[src/rtl/counter_updown_mod.sv]
// Up/down modulo counter with enable prescaler, synchronous load, optional saturation,
// a one-cycle terminal pulse on every boundary step and a sticky overflow flag.
module counter_updown_mod #(
    parameter int              Size     = 5,
    parameter longint unsigned Modulus  = 64'd32,
    parameter int              Prescale = 1,
    parameter bit              Saturate = 1'b0
) (
    input  logic            clock,
    input  logic            reset,
    input  logic            enable,
    input  logic            up,
    input  logic            load,
    input  logic [Size-1:0] load_value,
    input  logic            clear_flags,
    output logic [Size-1:0] count,
    output logic            terminal,
    output logic            overflow
);

    localparam int              TickW     = (Prescale > 1) ? $clog2(Prescale) : 1;
    localparam logic [TickW-1:0] TickLast = TickW'(Prescale - 1);
    localparam logic [Size-1:0]  CountMax = Size'(Modulus - 64'd1);

    logic [Size-1:0]  count_r;
    logic [TickW-1:0] tick_r;
    logic             terminal_r;
    logic             overflow_r;

    logic [Size-1:0]  count_s;
    logic [TickW-1:0] tick_s;
    logic             terminal_s;
    logic             overflow_s;
    logic             step_s;
    logic             boundary_s;
    logic [Size-1:0]  load_clamp_s;

    assign count    = count_r;
    assign terminal = terminal_r;
    assign overflow = overflow_r;

    // Step qualification, boundary detection and load clamping.
    always_comb begin
        step_s       = enable && (tick_r == TickLast);
        boundary_s   = step_s && (up ? (count_r == CountMax) : (count_r == {Size{1'b0}}));
        load_clamp_s = (load_value > CountMax) ? CountMax : load_value;
    end

    // Next-state selection: load beats step, step beats hold.
    always_comb begin
        count_s    = count_r;
        tick_s     = tick_r;
        terminal_s = 1'b0;
        overflow_s = overflow_r;
        if (load) begin
            count_s    = load_clamp_s;
            tick_s     = {TickW{1'b0}};
            overflow_s = 1'b0;
        end else if (step_s) begin
            tick_s     = {TickW{1'b0}};
            terminal_s = boundary_s;
            if (up) begin
                if (count_r == CountMax) begin
                    count_s = Saturate ? count_r : {Size{1'b0}};
                end else begin
                    count_s = count_r + Size'(1'b1);
                end
            end else begin
                if (count_r == {Size{1'b0}}) begin
                    count_s = Saturate ? count_r : CountMax;
                end else begin
                    count_s = count_r - Size'(1'b1);
                end
            end
            // A boundary event outranks a simultaneous clear request.
            if (boundary_s) begin
                overflow_s = 1'b1;
            end else if (clear_flags) begin
                overflow_s = 1'b0;
            end else begin
                overflow_s = overflow_r;
            end
        end else begin
            if (enable) begin
                tick_s = tick_r + TickW'(1'b1);
            end else begin
                tick_s = tick_r;
            end
            if (clear_flags) begin
                overflow_s = 1'b0;
            end else begin
                overflow_s = overflow_r;
            end
        end
    end

    // State registers with asynchronous active-low reset.
    always_ff @(posedge clock or negedge reset) begin
        if (!reset) begin
            count_r    <= {Size{1'b0}};
            tick_r     <= {TickW{1'b0}};
            terminal_r <= 1'b0;
            overflow_r <= 1'b0;
        end else begin
            count_r    <= count_s;
            tick_r     <= tick_s;
            terminal_r <= terminal_s;
            overflow_r <= overflow_s;
        end
    end

endmodule
[config.mk]
export PLATFORM = sky130hd
export DESIGN_NAME = counter_updown_mod
export DESIGN_NICKNAME = d
export VERILOG_FILES = /design/src/rtl/counter_updown_mod.sv
export SDC_FILE = /design/constraint.sdc
export NUM_CORES = 1
export LEC_CHECK = 0
export ABC_CLOCK_PERIOD_IN_PS = 2200
export CORE_AREA = 2 2 39 41
export CTS_BUF_LIST = sky130_fd_sc_hd__clkbuf_4
export CTS_CLUSTER_DIAMETER = 120
export DETAILED_ROUTE_END_ITERATION = 12
export DIE_AREA = 0 0 41 43
export GPL_TIMING_DRIVEN = 1
export PLACE_DENSITY_LB_ADDON = 0.12
export RECOVER_POWER = 25
export SLEW_MARGIN = 30
export SYNTH_ARGS = -nofsm -noshare
export SYNTH_HDL_FRONTEND = slang
export SYNTH_SLANG_ARGS = --single-unit
[constraint.sdc]
create_clock -name clock -period 2.2 [get_ports clock]
set_clock_uncertainty 0.15 [all_clocks]
set_input_delay 0.33 -clock clock [delete_from_list [all_inputs] [get_ports clock]]
set_output_delay 0.33 -clock clock [all_outputs]
set_load 0.05 [all_outputs]
==> qor_table.md, run 1 <==
| Parameter | This run | Unit |
|---|---|---|
| Post-layout minimum cycle time | 2073 | ps |
| Initial Util | 40.24 | % |
| Combinational family with the most area after synthesis | simple AND/OR/NAND/NOR gates | - |
| Buffer cell driving the clock tree root | sky130_fd_sc_hd__clkbuf_4 | - |
| Xor and xnor area share after synthesis | 1.573 | % |
| Syn avg cell area | 8.838 | um2 |
| Site Rows | 14 | - |
| Synth Cell Area | 556.8 | um2 |
| Routability Congestion | 0.7913 | - |
| Final design instance area without fill | 752.0 | um2 |
| CTS tree | done | - |
| Average wire length per cell after detail routing | 13.00 | um |
| Overall die height | 43 | um |
| Max rail drop VDD | 0.0002857 | V |
| Final cell utilization of the core | 54.34 | % |
| Max-slew violation count | 0 | - |
| Post-CTS resize count | 0 | - |
| Worst-Skew Late Latency | 260 | ps |
| Power density of the placed cells | 606.2 | nW/um2 |
| Mux contribution to synthesized area | 0 | % |
| Post-route antenna net violation count | 0 | - |
| Capturing element type of the critical path | primary output | - |
| Cell at the slowest stage of the critical path | sky130_fd_sc_hd__clkdlybuf4s50_1 | - |
| Compound-gate portion of the synthesized area | 24.27 | % |
| I/O pin count | 18 | - |
| Number of detailed-route iterations in the first pass | 4 | - |
| Post-Route Setup TNS | 0 | ps |
| DRC violation count after routing | 0 | - |
| Most common cell after layout, fill and taps aside | sky130_fd_sc_hd__clkdlybuf4s50_1 | - |
| Number of design-rule violations left by the first detailed-router iteration | 11 | - |
| Number of hold violations in the final report | 0 | - |
| H-tree depth | 1 | - |
| Startpoint Class | flip-flop | - |
| Buffers from clock root to sink, at most | 2 | - |
| Synth Register Bits | 8 | - |
| Buffers added on ports | 17 | - |
| Fmax | 482.4 | MHz |
| Total of endpoints with negative setup slack in the final report | 0 | - |
| Mapped Nets | 77 | - |
| Delay of the slowest critical-path stage | 850 | ps |
| Worst setup path category | flip-flop to primary output | - |
| Adder and majority cell fraction of the synthesized area | 6.742 | % |
| Path category of the worst min-delay check | input pin to async pin | - |
| Worst r2r dst | count[2] | - |
| Number of library cell types mapped by synthesis | 29 | - |
| Setup fix buffers added after clock tree synthesis | 0 | - |
| TritonCTS Sinks | 8 | - |
| Unrepaired setup endpoints after global routing | no | - |
| Portion of the post-synthesis area used by sequential elements | 35.96 | % |
| CTS buffer count | 3 | - |
| Number of vias after detailed routing | 512 | - |
| Outcome | finished clean | - |
| Total overflow reported by the global router | 0 | - |
| Fraction of final layout cells with drive strength greater than 1 | 10.00 | % |
| Floorplan die area | 1763 | um2 |
| Total track usage | 17.58 | % |
| Detail Placement HPWL | 937.5 | um |
| Maximum number of pins on one net before global-route repair | 16 | - |
| Leakage component of the power | 0.0003173 | uW |
| Required time worst endpoint | 1720 | ps |
| Yosys Warn Count | 0 | - |
| Pin slew with the least headroom to its limit | 532.1 | ps |
| Post-cts hold buffer count | 0 | - |
| Per-cell via count in the routed design | 5.333 | - |
| Most used cells in the layout excluding fill and tap cells | sky130_fd_sc_hd__clkdlybuf4s50_1, sky130_fd_sc_hd__dfrtp_1, sky130_fd_sc_hd__nor2_1, sky130_fd_sc_hd__nand2_1, sky130_fd_sc_hd__a21oi_1 | - |
| Nets | 96 | - |
| CP max FO | 8 | - |
| Arrival time at the worst endpoint | 1590 | ps |
| Number of global-route vias before repair | 473 | - |
| Cell count after synthesis | 63 | - |
| Antenna violations before repair | 0 | - |
| Worst-path cell chain | clkdlybuf4s50_1 | - |
| N_diodes | 0 | - |
| Instance area after placement | 729.5 | um2 |
| Flop2flop setup slack | 220 | ps |
| Crit share post-route | 94.22 | % |
| Worst slew margin relative to its limit | 64.42 | % |
| Max-capacitance violation count | 0 | - |
| Std-Cell Core Area | 1384 | um2 |
| Area growth, synth to finish | 35.06 | % |
| Die span in x | 41 | um |
| Global-route wire length before repair | 2.076 | mm |
| Wirelength, routed | 1.248 | mm |
| Area fraction in and, or, nand and nor cells after synthesis | 26.29 | % |
| Delay-heaviest family, CP | buffers and inverters | - |
| Startpoint of the most critical register-to-register path | count[1] | - |
| Clock edge transition at the registers on the reported setup and hold paths | 60 | ps |
| Buf/Inv on CP | 1 | - |
| Length in cells of the worst reg-to-reg path | 7 | - |
[report_power, final]
group / switching, uW / internal (uW)
Sequential: 18.1 / 159
Clock: 55.4 / 62.8
Combinational: 91.8 / 69.3
Total: 165 / 291
[cell families (layout without fill, tap and decap cells)]
family / count (synthesis) / count (layout)
adder cells (fa/ha/maj): 3 / 3
AO/OA/AOI/OAI: 19 / 19
AND/OR/NAND/NOR: 26 / 26
XOR/XNOR: 1 / 1
flip-flops: 8 / 8
buffers and inverters: 6 / 23
[registers in the layout, summed over array words and instances (netlist names)]
| name | flops |
|---|---|
| count | 5 |
| overflow | 1 |
| terminal | 1 |
| tick_r | 1 |
[layer usage]
layer | GRT usage (%) | part of all wire (%)
met1 | 22.62 | 45
met2 | 27.19 | 49
met3 | 4.712 | 5.7
met4 | 6.000 | 0
met5 | 0 | 0
[metrics by stage]
step	hold WS, ps	worst slack, ps	total power [uW]	cells
after CTS	215.0	107.4	464.5	96
final	283.9	127.1	455.9	96
after floorplan	-115.6	77.26	283.0	63
after global routing	317.4	24.10	487.7	96
after detailed placement	388.5	222.4	341.2	93
after global placement	385.6	212.4	341.5	93
[cell usage after synthesis]
library cell               n  area, um2
sky130_fd_sc_hd__dfrtp_1   8      200.2
sky130_fd_sc_hd__o311a_1   1      10.01
sky130_fd_sc_hd__nor2b_1   2      12.51
sky130_fd_sc_hd__a21oi_1   4      20.02
sky130_fd_sc_hd__o21ai_0   2      10.01
sky130_fd_sc_hd__nand3_1   1      5.000
sky130_fd_sc_hd__xnor2_1   1      8.760
sky130_fd_sc_hd__inv_1     3      11.26
sky130_fd_sc_hd__nor2_4    1      11.26
sky130_fd_sc_hd__a22o_1    1      8.760
sky130_fd_sc_hd__or3_1     1      6.260
sky130_fd_sc_hd__o21ai_1   3      15.01
sky130_fd_sc_hd__nand2_1   5      18.77
sky130_fd_sc_hd__and2b_1   1      7.510
sky130_fd_sc_hd__o311ai_2  1      16.27
sky130_fd_sc_hd__buf_2     2      10.01
sky130_fd_sc_hd__o31ai_1   3      22.52
sky130_fd_sc_hd__and2_1    2      12.51
sky130_fd_sc_hd__o311ai_1  1      8.760
sky130_fd_sc_hd__a21oi_2   1      8.760
sky130_fd_sc_hd__nand2b_1  2      12.51
sky130_fd_sc_hd__nor3_1    1      5.000
sky130_fd_sc_hd__a211oi_1  2      15.01
sky130_fd_sc_hd__nor2_1    7      26.28
sky130_fd_sc_hd__buf_4     1      7.510
sky130_fd_sc_hd__and3_2    1      7.510
sky130_fd_sc_hd__or4b_4    1      13.76
sky130_fd_sc_hd__ha_1      3      37.54
sky130_fd_sc_hd__nor3b_1   1      7.510
[area by class of cell]
cell class / instances / area [um2]
Fill cell: 141 / 631.9
Multi-Input combinational cell: 49 / 327.8
Sequential cell: 8 / 200.2
Timing Repair Buffer: 17 / 170.2
Clock buffer: 3 / 22.52
Tap cell: 16 / 20.02
Inverter: 3 / 11.26
[how the worst max path moves through the flow]
stage / start / slack (ps) / to / cells after the start
final: count[3] / 130 / count[3] / 1
after detailed placement: count[1] / 220 / count[2] / 7
after floorplan: count[0] / 80 / count[2] / 7
after CTS: count[3] / 110 / count[3] / 1
after global placement: count[1] / 210 / count[2] / 7
after global routing: count[3] / 20 / count[3] / 1
Power figures use the tool's default switching activity.
==> inputs of run 2 (changes only) <==
--- a/config.mk
+++ b/config.mk
@@ -14,6 +14,7 @@
 export GPL_TIMING_DRIVEN = 1
 export PLACE_DENSITY_LB_ADDON = 0.12
 export RECOVER_POWER = 25
+export SKIP_CTS_REPAIR_TIMING = 1
 export SLEW_MARGIN = 30
 export SYNTH_ARGS = -nofsm -noshare
 export SYNTH_HDL_FRONTEND = slang
==> results of run 2 <==
Same layout as run 1: the final DEF is identical, and so are final timing and power.
==> inputs of run 3 (changes only) <==
--- a/config.mk
+++ b/config.mk
@@ -14,6 +14,7 @@
 export GPL_TIMING_DRIVEN = 1
 export PLACE_DENSITY_LB_ADDON = 0.12
 export RECOVER_POWER = 25
+export REMOVE_ABC_BUFFERS = 1
 export SKIP_CTS_REPAIR_TIMING = 1
 export SLEW_MARGIN = 30
 export SYNTH_ARGS = -nofsm -noshare
==> run 3 against run 2 <==
Against the previous run:
- via count up 0.20%
- final cell count did not move
- first-iteration DRC count down 91%
- sequential share of layout area stayed put
- power down 1.1%
- global-route usage shrank 0.20 points
- critical path type unchanged
- highest routed layer is now met4
==> qor_table.md, run 3 (synthesis gave the netlist of run 1 again) <==
| Parameter | This run | Unit | vs previous |
|---|---|---|---|
| Outcome | finished clean | - |  |
| Smallest setup slack after layout | 130.6 | ps | +3.515 ps |
| CP max FO | 8 | - | unchanged |
| Wirelength, routed | 1.244 | mm | -0.32% |
| Leakage component of the power | 0.0003173 | uW | unchanged |
| Startpoint Class | flip-flop | - |  |
| Flop2flop setup slack | 210 | ps | about the same |
| Worst-Skew Late Latency | 260 | ps | about the same |
| Global-route wire length before repair | 2.021 | mm | -2.6% |
| Number of hold violations in the final report | 0 | - | unchanged |
| Initial Util | 40.24 | % | unchanged |
| Buffers added on ports | 17 | - | unchanged |
| Max-capacitance violation count | 0 | - | unchanged |
| Std-Cell Core Area | 1384 | um2 | unchanged |
| Largest register FFs | 5 | - | unchanged |
| Overall die height | 43 | um | unchanged |
| Delay-heaviest family, CP | buffers and inverters | - |  |
| I/O pin count | 18 | - | unchanged |
| Worst-path cell chain | clkdlybuf4s50_1 | - |  |
| Most used cells in the layout excluding fill and tap cells | sky130_fd_sc_hd__clkdlybuf4s50_1, sky130_fd_sc_hd__dfrtp_1, sky130_fd_sc_hd__nor2_1, sky130_fd_sc_hd__nand2_1, sky130_fd_sc_hd__a21oi_1 | - |  |
| Detail Placement HPWL | 968.5 | um | +3.3% |
| Buffer cell driving the clock tree root | sky130_fd_sc_hd__clkbuf_4 | - |  |
| DRC violation count after routing | 0 | - | unchanged |
| Routability Congestion | 0.7763 | - | -1.9% |
| Fraction of final layout cells with drive strength greater than 1 | 10.00 | % | unchanged |
| Total track usage | 17.37 | % | -0.20 points |
| Cell at the slowest stage of the critical path | sky130_fd_sc_hd__clkdlybuf4s50_1 | - |  |
| Post-Route Setup TNS | 0 | ps | unchanged |
| Unrepaired setup endpoints after global routing | no | - |  |
| Number of detailed-route iterations in the first pass | 3 | - | -1 |
| H-tree depth | 1 | - | unchanged |
| N_diodes | 0 | - | unchanged |
| Delay of the slowest critical-path stage | 850 | ps | about the same |
| Path category of the worst min-delay check | input pin to async pin | - |  |
| Antenna violations before repair | 0 | - | unchanged |
| Average wire length per cell after detail routing | 12.96 | um | -0.32% |
| Worst setup path category | flip-flop to primary output | - |  |
| CTS buffer count | 3 | - | unchanged |
| Area growth, synth to finish | 35.06 | % | unchanged |
| Most common cell after layout, fill and taps aside | sky130_fd_sc_hd__clkdlybuf4s50_1 | - |  |
| Capturing element type of the critical path | primary output | - |  |
| Arrival time at the worst endpoint | 1590 | ps | about the same |
| Worst slew margin relative to its limit | 64.69 | % | +0.27 points |
| Buffers from clock root to sink, at most | 2 | - | unchanged |
| Buf/Inv on CP | 1 | - | unchanged |
| CTS tree | done | - |  |
| Crit share post-route | 94.06 | % | -0.16 points |
| Max rail drop VDD | 0.0003817 | V | +34% |
| Max-slew violation count | 0 | - | unchanged |
| Number of global-route vias before repair | 460 | - | -2.7% |
| Maximum number of pins on one net before global-route repair | 16 | - | unchanged |
| TritonCTS Sinks | 8 | - | unchanged |
| Post-route antenna net violation count | 0 | - | unchanged |
| Number of design-rule violations left by the first detailed-router iteration | 1 | - | -10 |
| Number of vias after detailed routing | 513 | - | +0.20% |
| Per-cell via count in the routed design | 5.344 | - | +0.20% |
| Total overflow reported by the global router | 0 | - | unchanged |
| Nets | 96 | - | unchanged |
| Final Instance Count excl. Fillers | 96 | - | unchanged |
| Die span in x | 41 | um | unchanged |
| Fmax | 483.2 | MHz | +0.17% |
| Required time worst endpoint | 1720 | ps | about the same |
| Clock edge transition at the registers on the reported setup and hold paths | 60 | ps | about the same |
| Power density of the placed cells | 599.7 | nW/um2 | -1.1% |
| Total of endpoints with negative setup slack in the final report | 0 | - | unchanged |
| # placed instances | 93 | - | unchanged |
| Post-layout minimum cycle time | 2069 | ps | -3.515 ps |
| Floorplan die area | 1763 | um2 | unchanged |
| Minimum setup slack after placement | 223.2 | ps | +0.7410 ps |
| Site Rows | 14 | - | unchanged |
| Pin slew with the least headroom to its limit | 528.0 | ps | -4.098 ps |
-- run 3: cell counts in the layout (fill, tap and decap cells not counted) --
No cell type changed its count.
-- run 3: routing by layer --
metal | share of wire (%) | up-vias | GRT usage, %
li1 | - | 261 | -
met1 | 46 | 236 | 21.31
met2 | 45 | 14 | 25.62
met3 | 7.8 | 2 | 9.948
met4 | 0.96 | 0 | 4.000
met5 | 0 | - | 0
-- run 3: path summary, 6_finish.rpt --
check                      startpoint        to  depth (start not counted)
setup reg to reg             count[1]  count[2]                          7
hold / removal                  reset  count[3]                          1
max in group asynchronous       reset  count[0]                          1
min in group clock           overflow  overflow                          2
hold reg to reg              overflow  overflow                          2
setup / recovery             count[3]  count[3]                          1
-- run 3: area by class of cell --
cell class / instances / area, um2
fillers: 136 / 631.9
multi-input cells: 49 / 327.8
flip-flops and latches: 8 / 200.2
repair buffers: 17 / 170.2
clock buffers: 3 / 22.52
well taps: 16 / 20.02
inverters: 3 / 11.26
-- run 3: metrics by stage --
step	power, uW	util, %	hold slack [ps]	instance area, um2
after floorplan	276.7	-	-115.6	539.3
after global placement	340.2	52.71	382.2	729.5
after detailed placement	341.2	52.71	385.8	729.5
after CTS	458.9	54.34	218.1	752.0
after global routing	480.2	54.34	323.0	752.0
final	450.9	54.34	277.1	752.0
-- run 3: power breakdown --
part           internal [uW]  switching, uW
registers                159           18.4
logic                   69.2           91.1
clock network           62.5           51.0
-- run 3: worst register-to-register path, stage by stage, from the launching register on --
cell                      delay (ps)
sky130_fd_sc_hd__dfrtp_1         440
sky130_fd_sc_hd__ha_1            240
sky130_fd_sc_hd__and3_2          220
sky130_fd_sc_hd__ha_1            200
sky130_fd_sc_hd__and2b_1         240
sky130_fd_sc_hd__a22o_1          130
sky130_fd_sc_hd__a21oi_1          60
sky130_fd_sc_hd__o31ai_1         230
